===== src/rtl/irq_controller.sv =====
// irq_controller: edge-latched, masked, fixed-priority interrupt controller on the CPU data bus.
// Latency: request edge -> pend after 2 edges, INT one edge later; bus reads are combinational.
// Backpressure: none; every bus access completes in one cycle, the claim/EOI handshake gates INT.
module irq_controller #(
   parameter int          NUM_SRC   = 8,
   parameter logic [31:0] BASE_ADDR = 32'hFFFF_FF00
) (
   input  logic               clk,
   input  logic               reset,
   input  logic [NUM_SRC-1:0] irq_src,
   input  logic [31:0]        addr,
   input  logic [31:0]        wdata,
   input  logic               mem_w,
   output logic               sel,
   output logic [31:0]        rdata,
   output logic               INT
);

   typedef enum logic [1:0] {
      IDLE    = 2'd0,
      ASSERT  = 2'd1,
      SERVICE = 2'd2
   } stateT;

   // Word offsets inside the register window.
   localparam logic [5:0] OFF_PEND   = 6'h00;
   localparam logic [5:0] OFF_MASK   = 6'h01;
   localparam logic [5:0] OFF_CLAIM  = 6'h02;
   localparam logic [5:0] OFF_EOI    = 6'h03;
   localparam logic [5:0] OFF_STATUS = 6'h04;

   logic [NUM_SRC-1:0] syncS1, syncS2, syncS3;
   logic [NUM_SRC-1:0] rise;
   logic [NUM_SRC-1:0] pend, pendNext;
   logic [NUM_SRC-1:0] mask;
   logic [NUM_SRC-1:0] pendMasked;
   logic [NUM_SRC-1:0] w1cBits, claimClr;
   logic               anyMasked;
   logic [4:0]         winnerId;
   logic [4:0]         claimId;
   logic [5:0]         wordOff;
   logic               regWr, wrPend, wrMask, wrClaim, wrEoi;
   logic               claimTake;
   logic               intNext;
   stateT              state, stateNext;
   logic               unusedBits;

   // Byte lanes and data bits above the source count carry no meaning here.
   assign unusedBits = ^{addr[1:0], wdata};

   // Bus decode: window hit and per-register write strobes.
   assign sel     = (addr[31:8] == BASE_ADDR[31:8]);
   assign wordOff = addr[7:2];
   assign regWr   = sel & mem_w;
   assign wrPend  = regWr & (wordOff == OFF_PEND);
   assign wrMask  = regWr & (wordOff == OFF_MASK);
   assign wrClaim = regWr & (wordOff == OFF_CLAIM);
   assign wrEoi   = regWr & (wordOff == OFF_EOI);

   assign rise       = syncS2 & ~syncS3;
   assign pendMasked = pend & mask;
   assign anyMasked  = |pendMasked;

   // Fixed priority: the lowest-numbered enabled pending source wins.
   always_comb begin
      winnerId = 5'd0;
      for (int i = NUM_SRC - 1; i >= 0; i--) begin
         if (pendMasked[i]) winnerId = 5'(i);
      end
   end

   // Pending update: a fresh edge always survives a same-cycle W1C or claim clear.
   always_comb begin
      w1cBits  = wrPend ? wdata[NUM_SRC-1:0] : '0;
      claimClr = (claimTake && anyMasked) ? (NUM_SRC'(1) << winnerId) : '0;
      pendNext = (pend & ~w1cBits & ~claimClr) | rise;
   end

   // Next-state and INT decode; INT is high exactly while waiting for a claim.
   always_comb begin
      stateNext = state;
      claimTake = 1'b0;
      case (state)
         IDLE: begin
            if (anyMasked) stateNext = ASSERT;
         end
         ASSERT: begin
            if (wrClaim) begin
               claimTake = 1'b1;
               stateNext = SERVICE;
            end else if (!anyMasked) begin
               stateNext = IDLE;
            end
         end
         SERVICE: begin
            if (wrEoi) stateNext = IDLE;
         end
         default: stateNext = IDLE;
      endcase
      intNext = (stateNext == ASSERT);
   end

   // Three-flop synchroniser per request line.
   always_ff @(posedge clk or negedge reset) begin
      if (!reset) begin
         syncS1 <= '0;
         syncS2 <= '0;
         syncS3 <= '0;
      end else begin
         syncS1 <= irq_src;
         syncS2 <= syncS1;
         syncS3 <= syncS2;
      end
   end

   // Pending and mask registers.
   always_ff @(posedge clk or negedge reset) begin
      if (!reset) begin
         pend <= '0;
         mask <= '0;
      end else begin
         pend <= pendNext;
         if (wrMask) mask <= wdata[NUM_SRC-1:0];
      end
   end

   // State, registered INT and the id captured at claim time.
   always_ff @(posedge clk or negedge reset) begin
      if (!reset) begin
         state   <= IDLE;
         INT     <= 1'b0;
         claimId <= 5'd0;
      end else begin
         state <= stateNext;
         INT   <= intNext;
         if (claimTake) claimId <= winnerId;
      end
   end

   // Side-effect-free read mux; anything unmapped or out of window reads zero.
   always_comb begin
      rdata = 32'd0;
      if (sel) begin
         case (wordOff)
            OFF_PEND:   rdata = 32'(pend);
            OFF_MASK:   rdata = 32'(mask);
            OFF_CLAIM:  rdata = {(state == SERVICE), 26'd0, claimId};
            OFF_EOI:    rdata = 32'd0;
            OFF_STATUS: rdata = {28'd0, INT, anyMasked, 2'(state)};
            default:    rdata = 32'd0;
         endcase
      end
   end

endmodule


===== config.mk =====
export PLATFORM = sky130hd
export DESIGN_NAME = irq_controller
export DESIGN_NICKNAME = d
export VERILOG_FILES = /design/src/rtl/irq_controller.sv
export SDC_FILE = /design/constraint.sdc
export NUM_CORES = 1
export LEC_CHECK = 0
export ABC_CLOCK_PERIOD_IN_PS = 1500
export BUFFER_PORTS_ARGS = -buffer_cell sky130_fd_sc_hd__buf_2
export CAP_MARGIN = 20
export CORE_UTILIZATION = 43
export CTS_BUF_LIST = sky130_fd_sc_hd__clkbuf_4 sky130_fd_sc_hd__clkbuf_8
export DETAILED_ROUTE_END_ITERATION = 8
export GPL_ROUTABILITY_DRIVEN = 0
export MAX_ROUTING_LAYER = met4
export PLACE_DENSITY = 0.79
export SYNTH_ARGS = -nofsm -noshare
export SYNTH_HDL_FRONTEND = slang
export SYNTH_SLANG_ARGS = --single-unit

===== constraint.sdc =====
create_clock -name clk -period 1.5 [get_ports clk]
set_input_delay 0.15 -clock clk [delete_from_list [all_inputs] [get_ports clk]]
set_output_delay 0.15 -clock clk [all_outputs]
set_load 0.005 [all_outputs]

# Yosys cells after proc, flatten, opt, wreduce, memory -nomap -nowiden
# Cells that the tools add are included.
[word_totals]
register_bits = 48
input_bits = 75
out_inout_bits = 34
word_cells = 53
[op_classes]
n_eq_ne = 8
shift = 1
n_mux = 19
bitwise_logic = 13
reduce_logical = 4
[op_table]
columns = ["op", "count"]
rows = [
  ["$pmux W32 S4", 1],
  ["$and A8 B8 Y8", 4],
  ["$mux W32", 1],
  ["$eq A24 B24 Y1 const B", 1],
  ["$not A8 Y8", 3],
  ["$mux W5", 4],
  ["$mux W8", 2],
  ["$eq A6 B2 Y1 const B", 2],
  ["$mux W3", 4],
  ["$mux W2", 4],
  ["$or A8 B8 Y8", 1],
  ["$reduce_or A8 Y1", 1],
  ["$shl A1 B5 Y8 const A", 1],
  ["$eq A6 B1 Y1 const B", 1],
  ["$eq A6 B3 Y1 const B", 1],
  ["$logic_not A6 Y1", 1],
  ["$pmux W2 S3", 1],
  ["$and A1 B1 Y1", 5],
  ["$eq A2 B1 Y1 const B", 2],
  ["$eq A2 B2 Y1 const B", 1],
  ["$logic_not A2 Y1", 1],
  ["$mux W1", 2],
  ["$logic_and A1 B1 Y1", 1],
]

# Logic depth before layout (Yosys ltp)
# Gate-level depths: netlist of the first run.
[depth]
depth_word = 14
mapped_depth = 8
ltp_nobuf = 5

# Worst setup path before layout of the first run
# Ideal clock, no wire load.
[synth_path]
kind = "input to register"
startpoint = "input addr[5]"
endpoint = "register pend[2]"
setup_ps = 122
t_arrival_ps = 1575
required_ps = 1378
setup_slack_ps = -197
stages = 6
n_path_buf = 1
path_cell_list = "or4_4 > nor3_4 > and4_1 > buf_4 > nand2_1 > a32o_1"
[synth_via]
elab_chain_len = 9
word_cells_on_any_way = 14
cone_classes = "1 x eq/ne; 4 x mux; 7 x bitwise; 2 x reduce/logical"
[synth_lines]
columns = ["element", "line_no", "text"]
rows = [
  ["from (decl)", "11", "input logic [31:0] addr,"],
  ["$eq A6 B2 Y1", "57", "assign wrClaim = regWr & (wordOff == OFF_CLAIM);"],
  ["$and A1 B1 Y1", "57", ""],
  ["$mux W1", "88", "if (wrClaim) begin"],
  ["$mux W1", "83", "case (state)"],
  ["$logic_and A1 B1 Y1", "75", "claimClr = (claimTake && anyMasked) ? (NUM_SRC'(1) << winnerId) : '0;"],
  ["$mux W8", "75", ""],
  ["$not A8 Y8", "76", "pendNext = (pend & ~w1cBits & ~claimClr) | rise;"],
  ["$and A8 B8 Y8 (*)", "76", ""],
  ["$or A8 B8 Y8 (*)", "76", ""],
  ["net pendNext[2]", "34", "logic [NUM_SRC-1:0] pend, pendNext;"],
  ["to (signal assigned)", "122", "pend <= pendNext;"],
  ["to (decl)", "34", ""],
]
# Mark *: on every way through the listed nets, which the timed path passes. The rest lies on a longest branch.
# A chain may end at the register's enable or synchronous reset.

# Worst setup path in the final report of the first run
[layout_path]
startpoint = "register pend[3]"
endpoint = "output rdata[2]"
[layout_via]
elab_chain_len = 4
[layout_lines]
columns = ["element", "line_no", "text"]
rows = [
  ["$and A8 B8 Y8", "61", "assign pendMasked = pend & mask;"],
  ["$reduce_or A8 Y1", "62", "assign anyMasked = |pendMasked;"],
  ["$pmux W32 S4", "144", "case (wordOff)"],
  ["$mux W32", "143", "if (sel) begin"],
  ["to (decl)", "15", "output logic [31:0] rdata,"],
]
# Every way passes these cells.

==> flow_results.org, run 1 <==
** Outcome
- Status :: complete, but fails checks
- The final reports fail on setup timing.

** Synth
- Most frequently used flop master after synthesis :: sky130_fd_sc_hd__dfrtp_1
- Of the synthesized area, sequential elements account for 0.519.
- Number of enable-type register cells in the synthesized netlist :: 0
- Counting flops and latches in the post-synthesis netlist gives 46.
- Counting every instance in the synthesized netlist gives 204.
- After synthesis, the share of flip-flops with an asynchronous set or reset is 1.00.
- Mapped Area :: 0.00222 mm2
- Count of different cell masters after synthesis :: 49
- A synthesized cell averages 10.9 um2.
- Yosys synthesis warning count :: 0

** Global route
- Pin count of the biggest net entering global routing :: 47
- Overflow after GRT :: 0
- The number of global-route vias before repair was 2005.
- Tot GR Track Use :: 0.227
- Global-route wire length before repair :: 9000 um
- Number of antenna violations at the first check in global routing :: 0

** Timing
- Setup total negative slack on the finished layout was measured at -2.53 ns.
- The worst pin sits at a relative slew slack of 0.654.
- Static timing analysis puts the maximum clock frequency at 540 MHz.
- The final count of hold timing violations came to 0.
- Subtracting the final worst setup slack from the clock period gives 1.85 ns.
- Setup slack on the critical path of the routed design comes to -0.350 ns.
- Dividing the final minimum period by the clock period gives 1.23.
- Setup violations remaining at the end of the flow were counted as 17.
- Count of pins over their slew limit :: 0
- Setup repair after global routing could not meet its margin everywhere.
- Transition at the pin with the smallest max-transition slack :: 0.519 ns
- Clock skew :: 0.00803 ns
- Across all hold checks on the routed design, the worst slack comes to 0.0835 ns.

** Route
- Post-detailed-route via-to-cell ratio :: 5.16
- Remaining antenna violation count after routing :: 0
- Total vias in the final route :: 2117
- After the first detailed-routing iteration, the DRC count stood at 115.
- Total wirelength of the detailed-routed design :: 6230 um
- The first detailed-routing pass ran for 4 iterations.
- Routed wire length per instance :: 15.2 um
- In the routed design, unresolved DRC markers number 0.

** Hold path
- Type of the worst min-delay path :: primary input to flop

** Place
- Cell count after placement :: 378
- Number of port buffers :: 59
- Post-detail-place hpwl :: 3900 um
- Setup slack at placement :: -0.284 ns
- Summing all placed instances gives a cell area of 0.00295 mm2.

** Pwr
- Dividing total power by cell area gives a power density of 633 mW/mm2.
- Across the VDD grid, the largest voltage drop is 0.672 mV.
- Summed over all cells, the static leakage comes to 1.66 nW.

** Floorplan
- After floorplanning, the core was sized to cover 0.00485 mm2.
- For this configuration, the core starts out at a cell density of 0.457.
- Total Die Area :: 0.00545 mm2
- 109 I/O pins were placed.
- Horizontal die dimension :: 73.8 um
- Site row count :: 25
- Die height :: 73.8 um

** CTS
- TritonCTS Sinks :: 46
- Latest clock arrival within the worst-skew pair :: 0.30 ns
- The number of clock buffers added by TritonCTS is 5.
- TritonCTS built the clock tree.
- The longest clock path from root to sink contains 2 buffers.
- Clock tree synthesis selected as its root buffer the cell sky130_fd_sc_hd__clkbuf_8.
- The H-tree was split into 2 levels.
- Clock slew at reported path FFs :: 0.09 ns

** Critical path
- The largest single stage delay on the critical path is 0.44 ns.
- For the worst setup path, the data required time is 1.35 ns.
- CP max-delay cell :: sky130_fd_sc_hd__dfrtp_1
- STA puts the critical path data arrival time at 1.70 ns.
- Endpoint kind of the worst setup timing path :: output pin
- The cell family contributing the most delay on the critical path is flip-flops.
- The critical path is of the flop to output pin type.
- Setup slack on the worst reg-to-reg path comes out at -0.13 ns.
- In this run the worst path has a maximum fanout of 4.
- Cell chain of the critical path :: a22o_1, nor3b_2, nand2_1, a22oi_1, nor2_1, buf_2
- Type of origin of the critical path :: flop
- Buffering stage count on the worst path with inverters included :: 1

** Final layout
- Relative to the synthesized area, the layout overhead comes to 59.4%.
- The finished cells cover 0.00353 mm2.
- Fin cells :: 410
- Leaving out fill and tap cells, the most frequent cell in the layout is sky130_fd_sc_hd__buf_4.
- Of the cells placed in the final design, the portion with a size suffix greater than 1 is 0.548.
- Most frequent cells in the layout :: sky130_fd_sc_hd__buf_4 (56), sky130_fd_sc_hd__buf_2 (50), sky130_fd_sc_hd__dfrtp_1 (46), sky130_fd_sc_hd__conb_1 (23), sky130_fd_sc_hd__buf_6 (20)
- After the last flow step, the layout net total stands at 417.
- Fill cells in the final layout number 314.
- The repair_antennas step left the layout with diodes totalling 0.

** Job
- Max-cap violations in this run came to 0.
[cells in the mapped netlist (all sizes together), types with 3 or more instances]
| library cell | number | share of area |
|---|---|---|
| buf | 27 | 0.089 |
| and2 | 3 | 0.0085 |
| nor2b | 6 | 0.017 |
| and3 | 3 | 0.0085 |
| nand2 | 23 | 0.040 |
| nor4 | 3 | 0.015 |
| and4 | 3 | 0.012 |
| nor2 | 11 | 0.019 |
| a32o | 4 | 0.018 |
| nor3 | 4 | 0.014 |
| dfrtp | 46 | 0.52 |
| a31o | 3 | 0.012 |
| mux2 | 8 | 0.041 |
| nand2b | 3 | 0.0085 |
| a22oi | 7 | 0.024 |
| nand4 | 9 | 0.028 |
| inv | 5 | 0.0085 |
| a21oi | 7 | 0.016 |
[state kept, by name, indices dropped and copies added (netlist names)]
register / flops
claimId: 3
syncS2: 8
syncS3: 8
pend: 8
mask: 8
state: 2
INT: 1
syncS1: 8
[logic make-up after synthesis]
kind of cell / after synthesis / share of synthesized area
DFF: 46 / 0.519
AOI/OAI and AO/OA: 39 / 0.132
and+or+nand+nor: 76 / 0.203
buffers and inverters: 33 / 0.0993
muxes: 9 / 0.0451
other: 1 / 0.00169
[final cells by class]
type	instances	area (um2)	share of cell area
multi-input combinational	147	1170	0.331
sequential	46	1150	0.326
timing repair buffer	137	1020	0.289
tap	67	83.8	0.0237
clock buffer	5	68.8	0.0195
clock inverter	3	21.3	0.00602
inverter	5	18.8	0.00531
[metrics by stage]
step | power (mW) | util
5_1_grt | 2.33 | 0.729
3_3_place_gp | 1.47 | 0.607
6_report | 2.24 | 0.729
3_5_place_dp | 1.47 | 0.607
2_1_floorplan | 1.39 | -
4_1_cts | 2.24 | 0.686
[power breakdown]
group	switching, mW	internal [mW]	leakage [nW]
clock network	0.415	0.327	0.0441
registers	0.0103	1.27	0.545
logic	0.101	0.113	1.07
[repair_timing]
action,in CTS,in global routing
hold endpoints to repair,54,0
setup endpoints to repair,16,30
gates cloned,0,0
setup buffers,14,8
resized for setup,22,41
pin swaps,19,29
hold buffers,9,0
[path summary, 6_finish.rpt]
check                           startpoint  cells after the start         end
worst max-delay path               pend[3]                      6    rdata[2]
worst min-delay path              wdata[3]                      2     mask[3]
worst max register to register    state[1]                      7     pend[7]
worst min register to register   syncS1[2]                      0   syncS2[2]
max in group asynchronous            reset                      3  claimId[0]
min in group asynchronous            reset                      3   syncS1[5]
[metal layers]
layer	GRT usage	wire [um]	part of all wire
met1	0.266	2540	0.41
met2	0.386	3220	0.52
met3	0.0453	278	0.045
met4	0.0812	202	0.032
met5	-	0	0
Note: power is estimated with default switching activity, not from simulation.
==> run 2: changes to the inputs <==
Settings changed: CORE_UTILIZATION 43 to 41, CTS_BUF_LIST sky130_fd_sc_hd__clkbuf_4 sky130_fd_sc_hd__clkbuf_8 to sky130_fd_sc_hd__clkbuf_16, GPL_TIMING_DRIVEN from default to 0, PLACE_DENSITY 0.79 to 0.75.
==> run 2 against run 1 <==
Against the previous run: the run still ends with setup timing left; first-iteration DRC count shrank 17%; via count shrank 2.9%; hold slack gained 0.025 ns; combinational power grew 17%; global-route usage grew 0.26 points; utilization shrank 4.0 points; register-to-register slack lost 0.08 ns; design area grew 0.81%; worst setup slack gained 0.034 ns.
==> flow_results.org, run 2 (synthesized netlist as in run 1, its figures left out) <==
** Pwr
- Power density cells :: 829 mW/mm2 (+31%)
- Peak supply drop :: 0.837 mV (+25%)
- The leakage power was 1.70 nW (+2.7%).

** Floorplan
- Die height :: 75.5 um (+2.3%)
- The I/O pin count was 109 (unchanged).
- The placeable core region is 0.00517 mm2 (+6.7%).
- Total Die Area :: 0.00571 mm2 (+4.7%)
- Starting density of the core :: 0.429 (-0.0286)
- Horizontal die dimension :: 75.5 um (+2.3%)
- The standard-cell row count came to 26 (+4.0%).

** Final layout
- The filler-free cell count of the finished design came to 409 (-0.24%).
- The count of filler cells inserted in the layout came to 381 (+21%).
- Finished layout cell area :: 0.00356 mm2 (+0.81%)
- Net total in the final layout :: 413 (-0.96%)
- In the layout the commonest cells are sky130_fd_sc_hd__buf_4 (58), sky130_fd_sc_hd__buf_2 (50), sky130_fd_sc_hd__dfrtp_1 (46), sky130_fd_sc_hd__conb_1 (23), sky130_fd_sc_hd__nand2_1 (14).
- Commonest non-fill, non-tap cell in the layout :: sky130_fd_sc_hd__buf_4
- Relative to the synthesized area, the layout overhead comes to 60.7%.
- The fraction of final layout cells with drive strength greater than 1 came to 0.531 (-0.0171).
- The number of antenna cells inserted was 0 (unchanged).

** Outcome
- Status :: complete, but fails checks
- The final reports fail on setup timing.

** Timing
- The final count of hold timing violations was 0 (unchanged).
- Ratio of final minimum period to clock period :: 1.21 (-0.0225)
- Setup repair after global routing missed its margin :: true
- The worst slew slack as a fraction of its limit was 0.639 (-0.0148).
- The post-route setup TNS came to -3.63 ns (-1.09 ns).
- The maximum operating frequency is 550 MHz (+1.9%).
- Time the worst path needs with I/O delays and setup :: 1.82 ns (-0.0337 ns)
- Count of pins over their slew limit :: 0 (unchanged)
- Transition at the pin with the smallest max-transition slack :: 0.537 ns (+0.0181 ns)
- The final setup slack of the worst path was -0.317 ns (+0.0337 ns).
- Clock skew :: 0.00602 ns (-0.00201 ns)
- The number of setup violations in the final report is 27 (+10).

** Hold path
- In this run the most critical hold path is launched from wdata[3].
- End point of the most critical hold path :: mask[3]
- Type of the worst min-delay path :: primary input to flop
- Cell depth of the worst min-delay path :: 2 (unchanged)

** Place
- The post-place instance area came to 0.00273 mm2 (-7.4%).
- The half-perimeter wire length after detailed placement was 3440 um (-12%).
- The count of port buffers added during placement came to 58 (-1.7%).
- Cell count after placement :: 354 (-6.3%)

** Critical path
- Critical Setup Path Class :: flop to output pin
- The arrival time reported for the critical path endpoint is 1.67 ns (-0.03 ns).
- Crit-path max FO :: 4 (unchanged)
- Data required time at the worst endpoint :: 1.35 ns (about the same)
- Reg2reg path depth :: 7 (unchanged)
- The register-to-register setup slack was -0.21 ns (-0.08 ns).
- The worst register-to-register path ends at pend[7].
- Endpoint kind of the worst setup timing path :: output pin
- The worst setup path is launched from a flop.
- In this run the critical register-to-register path is launched from pend[3].

** CTS
- TritonCTS Sinks :: 46 (unchanged)
- TritonCTS built the clock tree.
- The count of H-tree levels built during CTS came to 2 (unchanged).
- The maximum count of clock buffers along a single path came to 2 (unchanged).
- The clock buffer count from CTS was 5 (unchanged).
- The clock-pin slew on the worst setup and hold paths came to 0.06 ns (-0.03 ns).
- Latest clock arrival within the worst-skew pair :: 0.28 ns (-0.02 ns)
- Buffer type at the clock tree root :: sky130_fd_sc_hd__clkbuf_16

** Global route
- Overflow after GRT :: 0 (unchanged)
- The number of global-route vias before repair came to 2068 (+3.1%).
- The pin count of the biggest net entering global routing is 47 (unchanged).
- Global-route wire length before repair :: 9170 um (+1.9%)
- Tot GR Track Use :: 0.230 (+0.00259)
- The initial antenna violation count came to 0 (unchanged).

** Route
- Post-detailed-route via-to-cell ratio :: 5.02 (-2.7%)
- The via count of the routed design was 2055 (-2.9%).
- 1st-pass router iterations :: 4 (unchanged)
- Final routed DRC violation total :: 0 (unchanged)
- Routed wire length per instance :: 15.1 um (-0.43%)
- The remaining antenna violation count came to 0 (unchanged).
- The routed wire length is 6190 um (-0.67%).
- Initial DRC Count :: 96 (-17%)

** Job
- Reported max-cap violation count :: 0 (unchanged)
run 2: cell count changes in the layout (fill, tap and decap cells not counted), moves of 2 or more:
| cell | change |
|---|---|
| sky130_fd_sc_hd__buf_4 | +2 |
| sky130_fd_sc_hd__nand2_1 | -5 |
| sky130_fd_sc_hd__clkbuf_16 | +6 |
| sky130_fd_sc_hd__nand2_2 | +5 |
| sky130_fd_sc_hd__nand3_2 | -2 |
| sky130_fd_sc_hd__clkbuf_8 | -5 |
| sky130_fd_sc_hd__buf_6 | -9 |
| sky130_fd_sc_hd__bufinv_16 | +2 |
| sky130_fd_sc_hd__nand3_1 | +2 |
run 2: worst max-delay path by stage:
stage | startpoint | to | slack (ns) | cells after the start
4_1_cts | mask[4] | rdata[2] | -0.27 | 6
2_1_floorplan | addr[5] | pend[2] | -0.20 | 6
5_1_grt | mask[5] | rdata[2] | -0.38 | 6
3_5_place_dp | addr[5] | pend[2] | -0.57 | 7
3_3_place_gp | addr[5] | pend[2] | -0.54 | 7
6_report | pend[3] | rdata[2] | -0.32 | 6
run 2: what timing repair did:
action	CTS	global route
endpoints found under the setup margin	29	29
cloned	0	1
hold endpoints to repair	8	18
gates resized for setup	22	27
pin swaps	22	27
buffers inserted	29	10
hold buffers	8	1
run 2: layout make-up:
type | instances | area, um2 | area share
plain buffers | 27 | 204 | 0.0573
clock inverters | 3 | 68.8 | 0.0193
repair buffers | 106 | 791 | 0.222
clock buffers | 5 | 125 | 0.0351
well taps | 70 | 87.6 | 0.0246
multi-input cells | 147 | 1120 | 0.313
flip-flops and latches | 46 | 1150 | 0.323
inverters | 5 | 18.8 | 0.00527
run 2: critical path, cell delays in order (launching register included):
cell and delay (ns):
sky130_fd_sc_hd__dfrtp_1 0.44, sky130_fd_sc_hd__a22o_1 0.27, sky130_fd_sc_hd__nor3b_4 0.21, sky130_fd_sc_hd__nand2_2 0.10, sky130_fd_sc_hd__a22oi_2 0.17, sky130_fd_sc_hd__nor2_1 0.06
sky130_fd_sc_hd__buf_2 0.14
run 2: routing by layer:
metal | wire length (um) | vias to the layer above | GRT usage
met5 | 0 | - | -
met4 | 244 | 0 | 0.136
met3 | 381 | 23 | 0.0423
met2 | 3190 | 94 | 0.401
met1 | 2370 | 965 | 0.242
li1 | - | 973 | -
run 2: stage by stage:
step	hold WS, ns	worst slack (ns)	power, mW	util
global placement	0.258	-0.535	1.49	0.527
finish	0.109	-0.317	2.95	0.689
CTS	0.0742	-0.272	2.94	0.643
detailed placement	0.260	-0.565	1.49	0.527
global route	0.109	-0.375	3.05	0.689
floorplan	-0.146	-0.196	1.39	-
run 2: power breakdown:
part / switching (mW) / leakage [nW] / internal [mW]
clock network: 0.462 / 0.0940 / 0.957
logic: 0.109 / 1.06 / 0.143
registers: 0.0106 / 0.545 / 1.27
